**src/rtl/if_fetch_unit.sv**
```systemverilog
// rtl/if_fetch_unit.sv - RISC-V instruction-fetch stage (PC, request FIFO, instruction buffer)
//
// Purpose:
//   Owns the program counter and issues word fetches to instruction memory
//   over a request/grant interface with in-order responses. It buffers the
//   returned words and presents {PC, instruction} pairs to the IF/ID
//   register. That register's write enable is the consume strobe. A redirect
//   from EX flushes buffered words and discards every response still in
//   flight.
//
// Configuration macro:
//   IF_PREFETCH_EN : defined -> CAP=2 (two outstanding requests, 2-entry buffer,
//                    full-rate fetch); undefined -> CAP=1 (half-rate fetch).
//
// Ports:
//   clk             in   clock, all state on posedge
//   res             in   synchronous active-low reset
//   write           in   IF/ID accepts the presented pair this cycle
//   redirect        in   taken branch/jump from EX
//   redirect_pc     in   redirect target (bits [1:0] ignored)
//   imem_req        out  fetch request valid
//   imem_addr       out  fetch word address (= pc_q)
//   imem_gnt        in   memory accepts the request
//   imem_rvalid     in   response word valid (in order)
//   imem_rdata      in   response word
//   PC_out          out  PC of presented instruction (0 when none)
//   INSTRUCTION_out out  presented instruction (NOP_INSTR when none)
//   instr_valid     out  presented pair is valid

module if_fetch_unit #(
  parameter logic [31:0] RESET_PC  = 32'h0000_0000,
  parameter logic [31:0] NOP_INSTR = 32'h0000_0013
) (
  input  logic        clk,
  input  logic        res,
  input  logic        write,
  input  logic        redirect,
  input  logic [31:0] redirect_pc,
  output logic        imem_req,
  output logic [31:0] imem_addr,
  input  logic        imem_gnt,
  input  logic        imem_rvalid,
  input  logic [31:0] imem_rdata,
  output logic [31:0] PC_out,
  output logic [31:0] INSTRUCTION_out,
  output logic        instr_valid
);

`ifdef IF_PREFETCH_EN
  localparam int CAP = 2;
`else
  localparam int CAP = 1;
`endif

  localparam logic [2:0] CAP3 = 3'(CAP);

  // FIFO pointers are one bit wide; with CAP=1 they stay at zero.
  function automatic logic ptr_next(input logic p);
    return (CAP == 1) ? 1'b0 : ~p;
  endfunction

  // Control state
  logic [31:0] pc_q, pc_d;
  logic [1:0]  outst_q, outst_d;
  logic [1:0]  drop_q, drop_d;
  logic [1:0]  count_q, count_d;
  logic        awr_q, awr_d;
  logic        ard_q, ard_d;
  logic        bwr_q, bwr_d;
  logic        brd_q, brd_d;

  // Storage: address FIFO of outstanding PCs, instruction buffer of {pc, word}
  logic [31:0] apc_q   [CAP];
  logic [31:0] bpc_q   [CAP];
  logic [31:0] bword_q [CAP];

  logic        pop;
  logic        rsp_ok;
  logic        rsp_drop;
  logic        push;
  logic        grant;
  logic [2:0]  committed;

  // Low address bits of the redirect target are discarded on purpose.
  logic        unused_redirect_lsb;
  assign unused_redirect_lsb = ^redirect_pc[1:0];

  // Handshake and request qualification
  always_comb begin
    instr_valid = (count_q != 2'd0);
    pop         = instr_valid & write;
    // A response with nothing outstanding is a protocol error and is ignored.
    rsp_ok      = imem_rvalid & (outst_q != 2'd0);
    rsp_drop    = rsp_ok & (drop_q != 2'd0);
    push        = rsp_ok & ~rsp_drop;
    // Slots already claimed by in-flight requests and buffered words, crediting
    // the entry IF/ID consumes this cycle so a pop can free room immediately.
    committed   = {1'b0, outst_q} + {1'b0, count_q} - {2'b00, pop};
    imem_req    = res & ~redirect & (committed < CAP3);
    grant       = imem_req & imem_gnt;
  end

  assign imem_addr       = pc_q;
  assign PC_out          = instr_valid ? bpc_q[brd_q]   : 32'h0000_0000;
  assign INSTRUCTION_out = instr_valid ? bword_q[brd_q] : NOP_INSTR;

  // Next-state
  always_comb begin
    pc_d    = pc_q;
    outst_d = outst_q;
    drop_d  = drop_q;
    count_d = count_q;
    awr_d   = awr_q;
    ard_d   = ard_q;
    bwr_d   = bwr_q;
    brd_d   = brd_q;

    if (grant) begin
      pc_d  = pc_q + 32'd4;
      awr_d = ptr_next(awr_q);
    end

    outst_d = outst_q + {1'b0, grant} - {1'b0, rsp_ok};

    if (rsp_ok) begin
      ard_d = ptr_next(ard_q);
    end
    if (rsp_drop) begin
      drop_d = drop_q - 2'd1;
    end

    if (push) begin
      bwr_d = ptr_next(bwr_q);
    end
    if (pop) begin
      brd_d = ptr_next(brd_q);
    end
    count_d = count_q + {1'b0, push} - {1'b0, pop};

    // Redirect wins: no grant can occur (imem_req is low), the buffer is
    // emptied, and every request still outstanding after this cycle's
    // response becomes a drop. A response arriving now is therefore never
    // buffered either.
    if (redirect) begin
      pc_d    = {redirect_pc[31:2], 2'b00};
      count_d = 2'd0;
      bwr_d   = 1'b0;
      brd_d   = 1'b0;
      drop_d  = outst_q - {1'b0, rsp_ok};
    end
  end

  always_ff @(posedge clk) begin
    if (!res) begin
      pc_q    <= RESET_PC;
      outst_q <= 2'd0;
      drop_q  <= 2'd0;
      count_q <= 2'd0;
      awr_q   <= 1'b0;
      ard_q   <= 1'b0;
      bwr_q   <= 1'b0;
      brd_q   <= 1'b0;
    end else begin
      pc_q    <= pc_d;
      outst_q <= outst_d;
      drop_q  <= drop_d;
      count_q <= count_d;
      awr_q   <= awr_d;
      ard_q   <= ard_d;
      bwr_q   <= bwr_d;
      brd_q   <= brd_d;
    end
  end

  // Data storage needs no reset: occupancy is tracked by the counters above.
  always_ff @(posedge clk) begin
    if (grant) begin
      apc_q[awr_q] <= pc_q;
    end
    if (push) begin
      bpc_q[bwr_q]   <= apc_q[ard_q];
      bword_q[bwr_q] <= imem_rdata;
    end
  end

endmodule
```
**config.mk**
```make
export PLATFORM = sky130hd
export DESIGN_NAME = if_fetch_unit
export DESIGN_NICKNAME = d
export VERILOG_FILES = /design/src/rtl/if_fetch_unit.sv
export SDC_FILE = /design/constraint.sdc
export NUM_CORES = 1
export LEC_CHECK = 0
export ABC_AREA = 1
export BUFFER_PORTS_ARGS = -buffer_cell sky130_fd_sc_hd__clkbuf_2
export CAP_MARGIN = 20
export CORE_ASPECT_RATIO = 2
export CORE_UTILIZATION = 52
export CTS_CLUSTER_DIAMETER = 100
export DETAILED_ROUTE_END_ITERATION = 10
export PLACE_DENSITY = 0.8
export SLEW_MARGIN = 15
export SYNTH_ARGS = -nofsm -noshare
export SYNTH_HDL_FRONTEND = slang
export SYNTH_SLANG_ARGS = --single-unit
```
**constraint.sdc**
```tcl
create_clock -name clk -period 5.38 [get_ports clk]
set_input_delay 0.538 -clock clk [delete_from_list [all_inputs] [get_ports clk]]
set_output_delay 0.538 -clock clk [all_outputs]
set_load 0.05 [all_outputs]
```
==> impl_results.md, run 1 <==
* Antenna violations before repair at 0
* Total track usage at a little under a quarter
* Reg clk slew, reported paths at roughly 0.06 ns
* Inserted Diodes at 0
* Worst skew pair latency at 0.40 ns
* Leakage at approximately 3.5 nW
* Post-layout util at about 67%
* Setup_tns at 0 ns
* Most common cell in the netlist: nand2_1
* Drt pass-1 iters at 4
* CP Data Arrival Time at between 2 and 3 ns
* Via count at ~4600
* Final estimated routing congestion in global placement at slightly below 0.9
* Worst ir drop on vdd at between 0.0003 and 0.0004 V
* Hold_buf cts at 0
* Routed wl met3 at around 630 µm
* Register area share after synthesis at between 50% and 60%
* Slew Viols, Final at 0
* Post-layout min period at between 3 and 4 ns
* Final instance area at approximately 7300 µm²
* Post-CTS Resized at 0
* Final WL at between 10000 and 15000 µm
* Fin Hold WS at approximately 0.32 ns
* Die ar. at 11700 µm²
* Max cap viols at 0
* Top post-synthesis cells by area: edfxtp_1 (47%), dfxtp_1 (12%), nand2_1 (7.8%), inv_1 (7.7%), nor2_1 (7.0%)
* Die H at around 150 µm
* CTS Buf Count at 17
* Power Density at approximately 400 nW/µm²
* CTS tree: done
* Drt first-iter violations at approximately 180
* Dpl ws at between 2 and 2.5 ns
* Htree depth at 4
* Clock Skew at 0.00902 ns
* Num Clock Sinks at about 130
* Vias in the first global route at 4579
* Area of the mapped netlist at ~6000 µm²
* Largest net degree at the start of global routing at between 60 and 70
* CTS max path bufs at 2
* Layout cell share with drive strength beyond 1 at 26.4%
* Crit path launch type: flip-flop
* Min-delay src: imem_rdata[5]
* Ys flop type: edfxtp_1
* I/O pin count at 168
* CP max FO at 65
* Reg2reg setup slack at about 2.1 ns
* Number of buffers added on ports at around 160
* Status: complete, no violations
* Ys Warns at 0
* Crit. End Element: output pin
* Sequential cell area at roughly 3500 µm²
* Number of distinct library cells after synthesis at 32
* Yosys top cell area share at a little under half
* Rows at 54
* CTS root buffer: clkbuf_16
* Layout area overhead at 24.5%
* Worst-Margin Slew at around 0.8 ns
* Post-DRT Antenna Nets at 0
* Slew HR at 48.0%
* Post-Place Cell Area at slightly below 7000 µm²
* HP Class: in -> reg
* Grt ovf at 0
* DR WL met2 at 7010 µm
* Avg Cell Area, Syn at between 9 and 10 µm²
* Final Cycle Share at between 60% and 70%
* Max Used Layer: met4
* Routed WL per cell at between 10 and 15 µm
* First-pass GRT wire length at 21000 µm
* CP Class: reg -> out
* Worst Hold End: bword_q[0][5]$_DFFE_PP_
* Max Clock Freq at ~300 MHz
* Setup ws final at 2.08 ns
* Met1 wire length at 4630 µm
* Final setup viols at 0
* Most frequent cells after synthesis: nand2_1 (122), inv_1 (121), nor2_1 (110), edfxtp_1 (92), dfxtp_1 (36)
* Final hold violation count at 0
* Async set-reset flop share out of synthesis at 0%
* FF-to-FF End: imem_addr[21]$_SDFFE_PN0P_
* FF-to-FF path depth at 15
* Synth area leader: edfxtp_1
* Area occupied by multi-input gates at 1800 µm²
* Layout net count at approximately 890
* Post-CTS setup buffer count at 0
* Synth Register Bits at around 130
* Fillcell total at about 900
* Post-Synthesis Cells at 643
* Worst reg2reg path startpoint: count_q[0]$_SDFF_PP0_
* Hold Path Stages at 1
* WP data required at approximately 4.8 ns
* Starting density of the core at between 50 and 60%
* DRC Markers at 0
* EDFF count, synth at about 90
* RSZ-0062 raised after global routing: no
* HPWL Detailed at between 9000 and 10000 µm
* Vias per inst at 4.85
* Core Box Area at about 11000 µm²
* Die W at 77.1 µm
flip-flops by register name, summed over array words and instances, names as in the netlist:
register / count
imem_addr: 30
bpc_q: 30
outst_q: 2
drop_q: 2
apc_q: 30
count_q: 2
bword_q: 32
cell type report:
type,count,area share (%)
Clock buffer,17,5.83
Clock inverter,14,1.59
Inverter,123,6.43
Multi-Input combinational cell,372,24.7
Sequential cell,128,47.7
Tap cell,140,2.40
Timing Repair Buffer,164,11.3
worst max path at each step:
stage                                        to                   from
after floorplan           count_q[1]$_SDFF_PP0_            imem_rvalid
after global placement    outst_q[1]$_SDFF_PN0_  count_q[0]$_SDFF_PP0_
after CTS                              imem_req  count_q[0]$_SDFF_PP0_
after detailed placement  outst_q[1]$_SDFF_PN0_  count_q[1]$_SDFF_PP0_
final                                  imem_req  count_q[0]$_SDFF_PP0_
after global routing      outst_q[1]$_SDFF_PN0_  count_q[0]$_SDFF_PP0_
worst max-delay path, stage by stage (launching register included):
cell and delay [ns]:
dfxtp_1 0.35, nor2_4 0.10, buf_4 0.48, nor2_1 0.13
nand2_1 0.10, o21ai_0 0.08, ha_1 0.18, inv_1 0.07
fa_1 0.40, nand2_1 0.12, nor2_4 0.05, nand2_1 0.05
inv_1 0.03, clkbuf_2 0.22
placed cells by master, fill, tap and decap left out, drive strengths merged:
cell	n
nor3	3
buf	3
o211ai	1
inv	126
clkinv	7
nand4	2
a31oi	3
o21ai	24
bufinv	1
clkbuf	178
ha	8
conb	4
xnor2	3
a22oi	2
o221ai	1
clkinvlp	3
nand3	33
or2	3
fa	1
nand2	125
dfxtp	36
nor2	121
xor2	13
a21oi	25
edfxtp	92
routing by layer:
metal	GRT usage [%]	vias up
met5	0	-
met4	12.8	0
met3	4.43	25
met1	24.1	2109
met2	42.2	173
li1	-	2338
logic make-up after synthesis:
family	count (synthesis)	synth area share [%]
XOR/XNOR	16	2.39
other	1	0.0640
adder cells (fa/ha/maj)	9	2.05
buffers and inverters	146	10.3
flip-flops	128	59.4
AND/OR/NAND/NOR	287	20.8
AO/OA/AOI/OAI	56	5.04
metrics by stage:
stage | cells | total power [mW]
final | 958 | 3.00
after global routing | 958 | 3.14
after CTS | 958 | 3.03
after detailed placement | 927 | 1.99
after global placement | 927 | 1.96
after floorplan | 646 | 1.83
where the power goes:
part	switching [mW]	leakage (nW)	internal, mW
combinational	0.509	2.05	0.151
clock	0.405	0.263	0.630
sequential	0.0669	1.14	1.24
total	0.980	3.45	2.02
Note: power is estimated with default switching activity, not from simulation.
==> run 2: changes to the inputs <==
--- a/config.mk
+++ b/config.mk
@@ -9,10 +9,10 @@
 export BUFFER_PORTS_ARGS = -buffer_cell sky130_fd_sc_hd__clkbuf_2
 export CAP_MARGIN = 20
 export CORE_ASPECT_RATIO = 2
-export CORE_UTILIZATION = 52
+export CORE_UTILIZATION = 47
 export CTS_CLUSTER_DIAMETER = 100
 export DETAILED_ROUTE_END_ITERATION = 10
-export PLACE_DENSITY = 0.8
+export PLACE_DENSITY = 0.76
 export SLEW_MARGIN = 15
 export SYNTH_ARGS = -nofsm -noshare
 export SYNTH_HDL_FRONTEND = slang
==> constraint.sdc (replaced) <==
create_clock -name clk -period 2.7 [get_ports clk]
set_input_delay 0.27 -clock clk [delete_from_list [all_inputs] [get_ports clk]]
set_output_delay 0.27 -clock clk [all_outputs]
set_load 0.05 [all_outputs]
==> impl_results.md, run 2 (same netlist as run 1, synthesis figures left out) <==
* Status: complete, no violations
* Worst ir drop on vdd at 0.000556 V (+79%)
* CTS max path bufs at 2 (unchanged)
* Commonest non-fill, non-tap cells in the layout: clkbuf_2 (160), nand2_1 (121), inv_1 (118)
* Core Box Area at 12100 µm² (+11%)
* Die H at 160 µm (+5.1%)
* Rows at 57 (+5.6%)
* DRC Markers at 0 (unchanged)
* CP Class: reg -> reg
* Worst skew pair latency at 0.41 ns (about the same)
* Post-DRT Antenna Nets at 0 (unchanged)
* Fin cells at 972 (+1.5%)
* Dpl ws at 0.0384 ns (-2.03 ns)
* Layout net count at 891 (+0.68%)
* Die ar. at 12900 µm² (+10%)
* Worst-Margin Slew at 0.779 ns (-0.000458 ns)
* Reg2reg setup slack at 0.07 ns (-2.02 ns)
* CTS Buf Count at 17 (unchanged)
* Inserted Diodes at 0 (unchanged)
* Layout cell share with drive strength beyond 1 at 28.6% (+2.2 points)
* Worst Hold End: bword_q[0][16]$_DFFE_PP_
* Final Cycle Share at 97.3%
* RSZ-0062 raised after global routing: yes
* Min-delay src: imem_rdata[16]
* Power Internal at 4.29 mW (+110%)
* Final estimated routing congestion in global placement at 0.910 (+3.9%)
* Flop pwr share at 41.2% (-2.3 points)
* Final hold violation count at 0 (unchanged)
* WP data required at 3.00 ns (-1.84 ns)
* FF-to-FF path depth at 16 (+1)
* CTS root buffer: clkbuf_16
* Final WL at 13000 µm (+2.7%)
* Drt pass-1 iters at 6 (+2)
* Biggest register: bword_q
* Total track usage at 21.0% (-2.0 points)
* Fillcell total at 1069 (+19%)
* Hold_buf cts at 0 (unchanged)
* Final instance area at 7520 µm² (+3.0%)
* Dpl cells at 938 (+1.2%)
* Antenna violations before repair at 0 (unchanged)
* Vias in the first global route at 4411 (-3.7%)
* Comb pwr share at 22.1% (about the same)
* Post-Place Cell Area at 6810 µm² (+0.76%)
* Routed WL per cell at 13.4 µm (+1.2%)
* Power Density at 840 nW/µm² (+100%)
* Net Sw Power at 2.03 mW (+110%)
* Clock share of power at 36.7% (+2.2 points)
* HP Class: in -> reg
* Setup_tns at 0 ns (unchanged)
* Max cap viols at 0 (unchanged)
* CP max FO at 3 (-95%)
* Clock Skew at 0.00581 ns (-0.00321 ns)
* First-pass GRT wire length at 20500 µm (-2.2%)
* CTS tree: done
* Number of buffers added on ports at 161 (unchanged)
* Final setup viols at 0 (unchanged)
* Sequential cell area at 3490 µm² (+0.25%)
* Crit. End Element: flip-flop
* Hold Path Stages at 1 (unchanged)
* Slew Viols, Final at 0 (unchanged)
* CP Data Arrival Time at 2.92 ns (+0.15 ns)
* Htree depth at 4 (unchanged)
* Crit path launch type: flip-flop
* Drt first-iter violations at 184 (+5.1%)
* Vias per inst at 4.77 (-1.5%)
* Most common cell after layout, fill and taps aside: clkbuf_2
* Slew HR at 48.0% (about the same)
* Starting density of the core at 48.3% (-5.2 points)
* Max Clock Freq at between 300 and 400 MHz
* Grt ovf at 0 (unchanged)
* Max reg flops at 32 (unchanged)
* Post-layout min period at ~2.6 ns
* Num Clock Sinks at 128 (unchanged)
* Setup ws final at 0.0719 ns (-2.00 ns)
* Reg clk slew, reported paths at 0.06 ns (about the same)
* Layout area overhead at 28.3%
* I/O pin count at 168 (unchanged)
* FF-to-FF End: outst_q[1]$_SDFF_PN0_
* Largest net degree at the start of global routing at 65 (-1.5%)
* HPWL Detailed at 9300 µm (-0.72%)
* Area occupied by multi-input gates at 1850 µm² (+2.4%)
* Switching share of power at 32.1% (-0.56 points)
* Worst reg2reg path startpoint: count_q[0]$_SDFF_PP0_
* Leakage at 3.51 nW (+1.6%)
* Fin Hold WS at 0.0333 ns (-0.282 ns)
* Via count at 4640 (-0.11%)
* Die W at 81.0 µm (+5.1%)
-- run 2: cell types whose count changed in the layout (fill, tap and decap cells not counted), moves of 3 or more --
cell,before,now
clkinv_2,5,1
inv_1,121,118
o21ai_0,21,18
inv_6,3,6
dfxtp_1,36,33
ha_1,8,5
buf_4,3,7
-- run 2: stage by stage --
| stage | utilization, % | total power, mW |
|---|---|---|
| 2_1_floorplan | - | 3.63 |
| 3_3_place_gp | 56.2 | 3.94 |
| 3_5_place_dp | 56.2 | 3.98 |
| 4_1_cts | 61.2 | 6.30 |
| 5_1_grt | 62.0 | 6.62 |
| 6_report | 62.0 | 6.32 |
-- run 2: power groups by stage --
stage                     clock [mW]  combinational, mW  sequential, mW
final                           2.32               1.40            2.60
after global routing            2.44               1.54            2.64
after CTS                       2.36               1.35            2.60
after detailed placement           0               1.34            2.64
after global placement             0               1.31            2.63
after floorplan                    0              0.912            2.72
-- run 2: how the worst max path moves through the flow --
stage / from / end / slack, ns
after global routing: count_q[0]$_SDFF_PP0_ / imem_addr[4]$_SDFFE_PN0P_ / -0.09
after floorplan: count_q[1]$_SDFF_PP0_ / outst_q[1]$_SDFF_PN0_ / 0.07
after global placement: count_q[1]$_SDFF_PP0_ / outst_q[1]$_SDFF_PN0_ / 0.12
final: count_q[0]$_SDFF_PP0_ / outst_q[1]$_SDFF_PN0_ / 0.07
after detailed placement: count_q[0]$_SDFF_PP0_ / outst_q[1]$_SDFF_PN0_ / 0.04
after CTS: count_q[0]$_SDFF_PP0_ / outst_q[1]$_SDFF_PN0_ / 0.03
-- run 2: final cells by class --
cell class / instances / share of cell area, %
flip-flops and latches: 128 / 46.4
multi-input cells: 372 / 24.6
repair buffers: 170 / 12.1
inverters: 123 / 6.32
clock buffers: 17 / 5.66
well taps: 147 / 2.45
clock inverters: 15 / 2.43
-- run 2: per-layer routing --
layer  vias up  wire length [µm]  track usage (%)
li1       2357                 -                -
met3        23               921             5.54
met5         -                 0                0
met4         0               365             10.6
met2       176              7060             38.3
met1      2084              4640             20.9
-- run 2: critical path, stage by stage, from the launching register on --
cell,delay (ns)
dfxtp_4,0.36
nor2_4,0.04
nor2_2,0.12
nand2_1,0.09
o21ai_2,0.06
ha_2,0.18
inv_2,0.04
fa_1,0.51
nand2_2,0.06
nor2_4,0.13
nand3_4,0.11
ha_4,0.28
inv_2,0.03
ha_4,0.15
xor2_2,0.17
o21ai_1,0.13
a21oi_1,0.05
-- run 2: repair_timing --
action / 4_1_cts / 5_1_grt
pin swaps: 0 / 11
setup buffers: 0 / 1
endpoints found under the setup margin: 1 / 56
resized for setup: 1 / 24
cloned: 0 / 1
